File: src/rtl/rtc_bus_pkg.sv
// Shared types for the RTC multiplexed-bus engine.
// State encoding order matters: phases advance by incrementing.
package rtc_bus_pkg;

  typedef enum logic [2:0] {
    IDLE  = 3'd0,
    A_SET = 3'd1,
    A_STB = 3'd2,
    A_HLD = 3'd3,
    D_SET = 3'd4,
    D_STB = 3'd5,
    D_HLD = 3'd6,
    GAP   = 3'd7
  } rtc_state_t;

  // {cs_n, ad_n, wr_n, rd_n} with the bus parked
  localparam logic [3:0] BUS_IDLE = 4'b1111;

endpackage

File: src/rtl/rtc_phase_timer.sv
// Phase timer: reloads on every state change and flags the
// last clock of each PHASE_CYC-long bus phase.
module rtc_phase_timer #(
  parameter int PHASE_CYC = 4
) (
  input  logic clock,
  input  logic reset,
  input  logic load,
  output logic phase_end
);

  localparam int CW = $clog2(PHASE_CYC + 1);
  localparam logic [CW-1:0] TOP = CW'(PHASE_CYC - 1);

  logic [CW-1:0] cnt;

  always_ff @(posedge clock) begin
    if (reset || load)
      cnt <= TOP;
    else if (cnt != '0)
      cnt <= cnt - CW'(1);
  end

  assign phase_end = (cnt == '0);

endmodule

File: src/rtl/rtc_bus_engine.sv
// Multiplexed address/data bus engine for the external RTC.
// Build option RTC_READBACK_EN: verify every write with a read-back.
module rtc_bus_engine
  import rtc_bus_pkg::*;
#(
  parameter int PHASE_CYC = 4,
  parameter int AW = 8,
  parameter int DW = 8,
  localparam int ADW = (AW > DW) ? AW : DW
) (
  input  logic           clock,
  input  logic           reset,
  input  logic           start,
  input  logic           wr,
  input  logic [AW-1:0]  addr,
  input  logic [DW-1:0]  wdata,
  output logic [DW-1:0]  rdata,
  output logic           done,
  output logic           busy,
  output logic           err,
  output logic           rtc_cs_n,
  output logic           rtc_ad_n,
  output logic           rtc_wr_n,
  output logic           rtc_rd_n,
  output logic [ADW-1:0] ad_out,
  output logic           ad_oe,
  input  logic [ADW-1:0] ad_in
);

  rtc_state_t state_q, state_d;

  logic          wr_q;
  logic          rb_q;
  logic [AW-1:0] addr_q;
  logic [DW-1:0] wdata_q;
  logic          phase_end;
  logic          load;
  logic          cur_wr;
  logic          again;

  // second pass of a verified write runs as a read
  assign cur_wr = wr_q & ~rb_q;
  assign load   = (state_d != state_q);
  assign busy   = (state_q != IDLE);

`ifdef RTC_READBACK_EN
  assign again = wr_q & ~rb_q;
`else
  assign again = 1'b0;
`endif

  rtc_phase_timer #(
    .PHASE_CYC(PHASE_CYC)
  ) u_timer (
    .clock    (clock),
    .reset    (reset),
    .load     (load),
    .phase_end(phase_end)
  );

  always_ff @(posedge clock) begin
    if (reset)
      state_q <= IDLE;
    else
      state_q <= state_d;
  end

  always_comb begin
    state_d = state_q;
    unique case (state_q)
      IDLE: if (start) state_d = A_SET;
      GAP:  if (phase_end) state_d = again ? A_SET : IDLE;
      default:
        if (phase_end) state_d = rtc_state_t'(state_q + 3'd1);
    endcase
  end

  always_ff @(posedge clock) begin
    if (reset) begin
      wr_q    <= 1'b0;
      rb_q    <= 1'b0;
      addr_q  <= '0;
      wdata_q <= '0;
      rdata   <= '0;
      done    <= 1'b0;
      err     <= 1'b0;
    end else begin
      done <= 1'b0;
      err  <= 1'b0;
      if (state_q == IDLE && start) begin
        wr_q    <= wr;
        addr_q  <= addr;
        wdata_q <= wdata;
        rb_q    <= 1'b0;
      end
      if (state_q == D_STB && phase_end && !cur_wr)
        rdata <= ad_in[DW-1:0];
      if (state_q == GAP && phase_end) begin
        if (again) begin
          rb_q <= 1'b1;
        end else begin
          done <= 1'b1;
`ifdef RTC_READBACK_EN
          err  <= rb_q && (rdata != wdata_q);
`endif
        end
      end
    end
  end

  always_comb begin
    {rtc_cs_n, rtc_ad_n, rtc_wr_n, rtc_rd_n} = BUS_IDLE;
    ad_oe  = 1'b0;
    ad_out = '0;
    unique case (state_q)
      A_SET, A_HLD: begin
        rtc_ad_n = 1'b0;
        ad_oe    = 1'b1;
        ad_out   = ADW'(addr_q);
      end
      A_STB: begin
        rtc_ad_n = 1'b0;
        rtc_cs_n = 1'b0;
        rtc_wr_n = 1'b0;
        ad_oe    = 1'b1;
        ad_out   = ADW'(addr_q);
      end
      D_SET, D_HLD: begin
        ad_oe  = cur_wr;
        ad_out = cur_wr ? ADW'(wdata_q) : '0;
      end
      D_STB: begin
        rtc_cs_n = 1'b0;
        rtc_wr_n = ~cur_wr;
        rtc_rd_n = cur_wr;
        ad_oe    = cur_wr;
        ad_out   = cur_wr ? ADW'(wdata_q) : '0;
      end
      default: ;
    endcase
  end

endmodule
File: config.mk
export PLATFORM = sky130hd
export DESIGN_NAME = rtc_bus_engine
export DESIGN_NICKNAME = d
export VERILOG_FILES = /design/src/rtl/rtc_bus_pkg.sv /design/src/rtl/rtc_phase_timer.sv /design/src/rtl/rtc_bus_engine.sv
export SDC_FILE = /design/constraint.sdc
export NUM_CORES = 1
export LEC_CHECK = 0
export CAP_MARGIN = 25
export CORE_AREA = 2 2 65 67
export DETAILED_ROUTE_END_ITERATION = 10
export DIE_AREA = 0 0 67 69
export MAX_ROUTING_LAYER = met4
export PLACE_DENSITY = 0.73
export SYNTH_ARGS = -nofsm -noshare
export SYNTH_HDL_FRONTEND = slang
export SYNTH_SLANG_ARGS = --single-unit
File: constraint.sdc
create_clock -name clock -period 1.95 [get_ports clock]
set_clock_uncertainty 0.2 [all_clocks]
set_input_delay 0.585 -clock clock [delete_from_list [all_inputs] [get_ports clock]]
set_output_delay 0.585 -clock clock [all_outputs]
set_load 0.02 [all_outputs]
==> impl_metrics.env, run 1 <==
export IMPL_place_congestion=0.790
export IMPL_htreeDepth=2
export IMPL_fill_cells=328
export IMPL_critPathMaxFanout=5
export IMPL_grtUsageTotal_pct=18.3
export IMPL_area_growth_pct=74.3
export IMPL_hpwl_um=2690
export IMPL_rr_endpoint="u_timer.cnt[1]$_SDFFE_PP1P_"
export IMPL_p_leak_uw=0.00111
export IMPL_grt_pass1_vias=1445
export IMPL_power_total_uw=1510
export IMPL_firstDrtPassIters=4
export IMPL_violations="negative setup slack"
export IMPL_io_buffer_count=50
export IMPL_crit_chain="ha_4 > ha_4 > o21bai_4 > a22o_4 > buf_6"
export IMPL_setup_viol=18
export IMPL_fmaxAchievable_ghz=0.421
export IMPL_cp_arrival_ns=1.59
export IMPL_hold_class="reg2reg"
export IMPL_core_um2=3910
export IMPL_cp_num_buf_inv=1
export IMPL_cts_max_path_buffers=2
export IMPL_synth_cells=174
export IMPL_crit_path_top_delay_cell="dfxtp_4"
export IMPL_hold_slack_ns=0.270
export IMPL_cts_num_sinks=32
export IMPL_r2r_cells=9
export IMPL_setup_worst_path_end="ad_out[5]"
export IMPL_max_cap_violations=0
export IMPL_vias_per_cell=4.88
export IMPL_grt_first_pass_wirelength_um=6400
export IMPL_ff2ff_setup_slack_ns=-0.32
export IMPL_wl_per_cell_um=13.0
export IMPL_gr_total_overflow=0
export IMPL_cp_end_kind="output pin"
export IMPL_rsz0062_at_grt="yes"
export IMPL_clkTransAtPathRegs_ns=0.06
export IMPL_multiInputGateArea_um2=1020
export IMPL_cts_root_buf="clkbuf_8"
export IMPL_fin_crit_sh_pct=122
export IMPL_ff_latch_area_um2=649
export IMPL_postSynthAreaPerCell_um2=8.56
export IMPL_drt_initial_drc_count=73
export IMPL_critPathKind="reg2out"
export IMPL_fin_setup_tns_ns=-6.07
export IMPL_num_rows=23
export IMPL_diodes=0
export IMPL_drtAntennaViolNets=0
export IMPL_crit_start="state_q[1]$_SDFF_PP0_"
export IMPL_drive_above_1_share_pct=33.3
export IMPL_pwr_density_cell_nw_per_um2=581
export IMPL_die_h_um=69
export IMPL_yosysTopAreaCell="dfxtp_1"
export IMPL_grt_max_degree=30
export IMPL_start_util_pct=38.1
export IMPL_num_vias=1488
export IMPL_utilization_pct=66.4
export IMPL_dieArea_um2=4620
export IMPL_syn_nets=210
export IMPL_crit_path_max_incr_delay_ns=0.38
export IMPL_clk_latency_ns=0.28
export IMPL_nets=290
export IMPL_crit_family="compound AO/OA/AOI/OAI gates"
export IMPL_layout_setup_ws_ns=-0.427
export IMPL_synthTopCellsByArea="dfxtp_1 43%, nand2_1 9.1%, ha_1 6.7%, a21oi_1 6.0%, mux2i_1 6.0%"
export IMPL_ctsHoldBuffers=0
export IMPL_ys_types=35
export IMPL_cts_tree="done"
export IMPL_numCtsBuffers=5
export IMPL_wl_um=3960
export IMPL_dp_slack_ns=-0.610
export IMPL_min_period_ns=2.38
export IMPL_slew_viol_final=0
export IMPL_r2r_start="state_q[1]$_SDFF_PP0_"
export IMPL_yosysWarnings=0
export IMPL_hp_start="wdata_q[2]$_SDFFE_PP0P_"
export IMPL_io_pins=52
export IMPL_ys_seq_elements=32
export IMPL_outcome="finished with violations"
export IMPL_die_w_um=67
export IMPL_ir_drop_v=0.000420
export IMPL_antenna_found_initial=0
export IMPL_syn_area_um2=1490
export IMPL_cp_start_kind="register"
export IMPL_yosysTopAreaCellShare_pct=43.0
export IMPL_cp_depth=5
export IMPL_cp_common_cell="ha_4"
export IMPL_hold_violations=0
export IMPL_drc_errors=0
export IMPL_ys_seq_area_share_pct=43.0
export IMPL_required_ns=1.16
flip-flops by register name, summed over array words and instances, names as in the netlist:
| name | flops |
|---|---|
| done | 1 |
| addr_q | 8 |
| state_q | 3 |
| u_timer.cnt | 3 |
| wr_q | 1 |
| rdata | 8 |
| wdata_q | 8 |
per-stage QoR:
stage | area (um^2) | instances
final | 2600 | 305
after CTS | 2470 | 299
after global placement | 2360 | 291
after floorplan | 1650 | 174
after global routing | 2600 | 305
after detailed placement | 2360 | 291
worst register-to-register path, delay by kind of cell (launching register included):
kind            cells  cell delay (ns)
simple gates        2             0.42
flops               1             0.41
buf+inv             4             0.45
compound gates      2             0.52
fa+ha+maj           1             0.16
per-layer routing:
layer / up-vias / track usage (%) / wire length, um
met2: 47 / 28.9 / 1930
met5: - / - / 0
met3: 9 / 5.22 / 223
met1: 671 / 21.4 / 1740
li1: 761 / - / -
met4: 0 / 7.71 / 74
worst min path at each step:
stage	endpoint	slack (ns)	cells after the start
6_report	wdata_q[2]$_SDFFE_PP0P_	0.27	2
5_1_grt	wdata_q[5]$_SDFFE_PP0P_	0.30	2
4_1_cts	wdata_q[7]$_SDFFE_PP0P_	0.27	2
3_5_place_dp	wdata_q[7]$_SDFFE_PP0P_	0.26	2
3_3_place_gp	addr_q[3]$_SDFFE_PP0P_	0.26	2
2_1_floorplan	wdata_q[0]$_SDFFE_PP0P_	0.25	2
placed cells by master, fill, tap and decap left out, types with 5 or more instances in the layout:
cell type,instances
a21oi_1,18
a22o_4,8
buf_4,28
buf_6,16
clkbuf_8,6
clkdlybuf4s50_1,27
dfxtp_1,29
dlygate4sd2_1,9
ha_4,5
mux2i_1,9
nand2_1,35
nor2_1,13
power by group:
| group | internal [uW] | switching (uW) | leakage, uW |
|---|---|---|---|
| Clock | 287 | 226 | 0.0000455 |
| Sequential | 684 | 23.5 | 0.000263 |
| Combinational | 159 | 129 | 0.000805 |
cell usage after synthesis (all sizes together):
library cell	count
and4b	1
buf	3
a22o	8
a31oi	1
a22oi	3
a211o	2
or2	2
nor2b	1
nor3	1
and3	1
o21ai	1
conb	1
clkbuf	6
nand3	1
nand4	1
and3b	1
ha	8
a221oi	1
dfxtp	32
or3b	1
inv	6
nand2	36
a21boi	1
nand2b	3
nor3b	1
nand3b	3
nand4b	1
o211a	1
o21bai	3
mux2i	9
nor2	16
a21oi	18
cells by family (layout without fill, tap and decap cells):
kind of cell             count (synthesis)  count (layout)  synth area share (%)
AO/OA/AOI/OAI                           39              41                  17.5
adder cells (fa/ha/maj)                  8               8                  6.72
buffers and inverters                   15              94                  4.79
flip-flops                              32              32                  43.0
multiplexers                             9               9                  6.05
other                                    1               1                 0.252
AND/OR/NAND/NOR                         70              70                  21.7
area by class of cell:
cell class	instances	area share, %
clock buffers	8	3.47
repair buffers	80	28.5
flip-flops and latches	32	25.0
inverters	6	1.25
multi-input cells	129	39.4
well taps	50	2.41
what timing repair did:
action,4_1_cts,5_1_grt
cloned,0,2
buffers inserted,1,5
pin swaps,6,8
endpoints found under the setup margin,28,19
resized for setup,91,23
Note: power is estimated with default switching activity, not from simulation.
==> run 2, diff against run 1 <==
REMOVE_ABC_BUFFERS = 1   (was default)
==> run 2 against run 1 <==
  * The flow still finishes with violations (negative setup slack)
  * Power rose by 6.5%
  * Worst setup slack got worse by 0.019 ns
  * Sequential power fell by 0.7%
  * Non-clock buffer count fell by 3
  * Clock power rose by 22%
  * Count of clock-buffer cells in the layout fell by 2
  * Sequential share of layout area rose by 0.70 points
  * Final cell count fell by 1.3%
  * Global-route usage rose by 0.85 points
  * Largest cell class unchanged
==> impl_metrics.env, run 2 (synthesized netlist as in run 1, its figures left out) <==
export IMPL_comb_power_share_pct=17.4
export IMPL_grt_max_degree=30
export IMPL_violations="negative setup slack"
export IMPL_dp_slack_ns=-0.971
export IMPL_num_vias=1461
export IMPL_fin_crit_sh_pct=123
export IMPL_seq_power_share_pct=43.7
export IMPL_critPathMaxFanout=4
export IMPL_drt_initial_drc_count=37
export IMPL_antenna_found_initial=0
export IMPL_hpwl_um=2530
export IMPL_critPathKind="reg2out"
export IMPL_clk_latency_ns=0.29
export IMPL_drtAntennaViolNets=0
export IMPL_die_w_um=67
export IMPL_min_period_ns=2.40
export IMPL_final_common_cell="nand2_1"
export IMPL_ctsHoldBuffers=0
export IMPL_mostFrequentLayoutCells="35 x nand2_1, 29 x dfxtp_1, 27 x clkdlybuf4s50_1"
export IMPL_r2r_cells=8
export IMPL_crit_chain="inv_4 > ha_4 > o211a_4 > buf_6 > a22o_1 > buf_6"
export IMPL_layout_setup_ws_ns=-0.446
export IMPL_cp_common_cell="buf_6"
export IMPL_max_cap_violations=0
export IMPL_fmaxAchievable_ghz=0.417
export IMPL_cts_tree="done"
export IMPL_pwr_density_cell_nw_per_um2=633
export IMPL_vias_per_cell=4.85
export IMPL_core_um2=3910
export IMPL_cp_start_kind="register"
export IMPL_start_util_pct=38.1
export IMPL_area_growth_pct=70.2
export IMPL_numCtsBuffers=5
export IMPL_p_leak_uw=0.00107
export IMPL_netSwitchingFraction_pct=24.5
export IMPL_p_clk_share_pct=38.8
export IMPL_power_total_uw=1610
export IMPL_outcome="finished with violations"
export IMPL_ff_latch_area_um2=652
export IMPL_wl_per_cell_um=13.6
export IMPL_hold_class="reg2reg"
export IMPL_rr_endpoint="u_timer.cnt[1]$_SDFFE_PP1P_"
export IMPL_multiInputGateArea_um2=946
export IMPL_fill_cells=346
export IMPL_grt_pass1_vias=1437
export IMPL_top_regs="addr_q x8, rdata x8, wdata_q x8"
export IMPL_io_pins=52
export IMPL_ff2ff_setup_slack_ns=-0.23
export IMPL_cts_max_path_buffers=2
export IMPL_rsz0062_at_grt="yes"
export IMPL_setup_worst_path_end="ad_out[6]"
export IMPL_ir_drop_v=0.000423
export IMPL_fin_setup_tns_ns=-5.82
export IMPL_cts_num_sinks=32
export IMPL_cts_root_buf="clkbuf_8"
export IMPL_crit_path_max_incr_delay_ns=0.40
export IMPL_htreeDepth=2
export IMPL_cp_end_kind="output pin"
export IMPL_wl_um=4100
export IMPL_place_congestion=0.816
export IMPL_firstDrtPassIters=4
export IMPL_drive_above_1_share_pct=29.1
export IMPL_hold_violations=0
export IMPL_setup_viol=18
export IMPL_switchingPower_uw=394
export IMPL_gr_total_overflow=0
export IMPL_num_rows=23
export IMPL_clkTransAtPathRegs_ns=0.07
export IMPL_required_ns=1.16
export IMPL_grtUsageTotal_pct=19.1
export IMPL_diodes=0
export IMPL_dieArea_um2=4620
export IMPL_cp_arrival_ns=1.61
export IMPL_grt_first_pass_wirelength_um=6520
export IMPL_drc_errors=0
export IMPL_slew_viol_final=0
export IMPL_utilization_pct=64.8
export IMPL_r2r_start="state_q[0]$_SDFF_PP0_"
export IMPL_p_int_uw=1210
export IMPL_crit_start="state_q[0]$_SDFF_PP0_"
export IMPL_crit_path_top_delay_cell="dfxtp_4"
export IMPL_io_buffer_count=50
export IMPL_die_h_um=69
export IMPL_nets=286
==> run 2: changes by cell type in the layout (fill, tap and decap cells not counted), moves of 2 or more <==
| cell | change |
|---|---|
| buf_6 | +3 |
| buf_4 | -7 |
| nor2_4 | +2 |
| nor2_2 | -2 |
| a22o_4 | -8 |
| a22o_1 | +8 |
==> run 2: through the flow <==
step | area, um^2 | hold slack, ns | instances
after global placement | 2200 | 0.243 | 289
after detailed placement | 2200 | 0.247 | 289
after global routing | 2540 | 0.283 | 301
final | 2540 | 0.256 | 301
after floorplan | 1440 | 0.230 | 165
after CTS | 2430 | 0.256 | 300
==> run 2: worst min-delay path by stage <==
stage	startpoint	end	slack [ns]	cells after the start
global route	wdata_q[3]$_SDFFE_PP0P_	wdata_q[3]$_SDFFE_PP0P_	0.28	2
floorplan	wdata_q[0]$_SDFFE_PP0P_	wdata_q[0]$_SDFFE_PP0P_	0.23	2
global placement	wdata_q[0]$_SDFFE_PP0P_	wdata_q[0]$_SDFFE_PP0P_	0.24	2
detailed placement	addr_q[5]$_SDFFE_PP0P_	addr_q[5]$_SDFFE_PP0P_	0.25	2
CTS	addr_q[5]$_SDFFE_PP0P_	addr_q[5]$_SDFFE_PP0P_	0.26	2
finish	wdata_q[2]$_SDFFE_PP0P_	wdata_q[2]$_SDFFE_PP0P_	0.26	2
==> run 2: layout make-up <==
class                      count  area share [%]
multi-input combinational    128            37.3
clock inverter                 2            1.38
inverter                       6            1.09
tap                           50            2.47
timing repair buffer          77            29.2
clock buffer                   6            2.86
sequential                    32            25.7
==> run 2: repair_timing <==
action / 4_1_cts / 5_1_grt
resized for setup: 114 / 25
cloned: 1 / 0
endpoints found under the setup margin: 27 / 26
setup buffers: 3 / 2
pin swaps: 9 / 7
==> run 2: worst max-delay path: cells and delay by family, from the launching register on <==
kind | cells | cell delay, ns
buffers and inverters | 3 | 0.30
AOI/OAI and AO/OA | 2 | 0.45
DFF | 1 | 0.40
adders and majority gates | 1 | 0.17
==> run 2: power groups by stage <==
stage	Sequential (uW)	Combinational, uW	Clock [uW]
after floorplan	712	108	0
after global placement	715	239	0
after detailed placement	716	241	0
after CTS	699	263	637
after global routing	706	304	673
final	702	280	624
==> run 2: metal layers <==
metal	global-route usage [%]	vias to the layer above	share of wire (%)	wire length, um
met2	30.3	48	48	1960
met1	21.6	658	43	1770
li1	-	747	-	-
met4	8.16	0	1.9	80
met5	-	-	0	0
met3	6.69	8	7.1	292
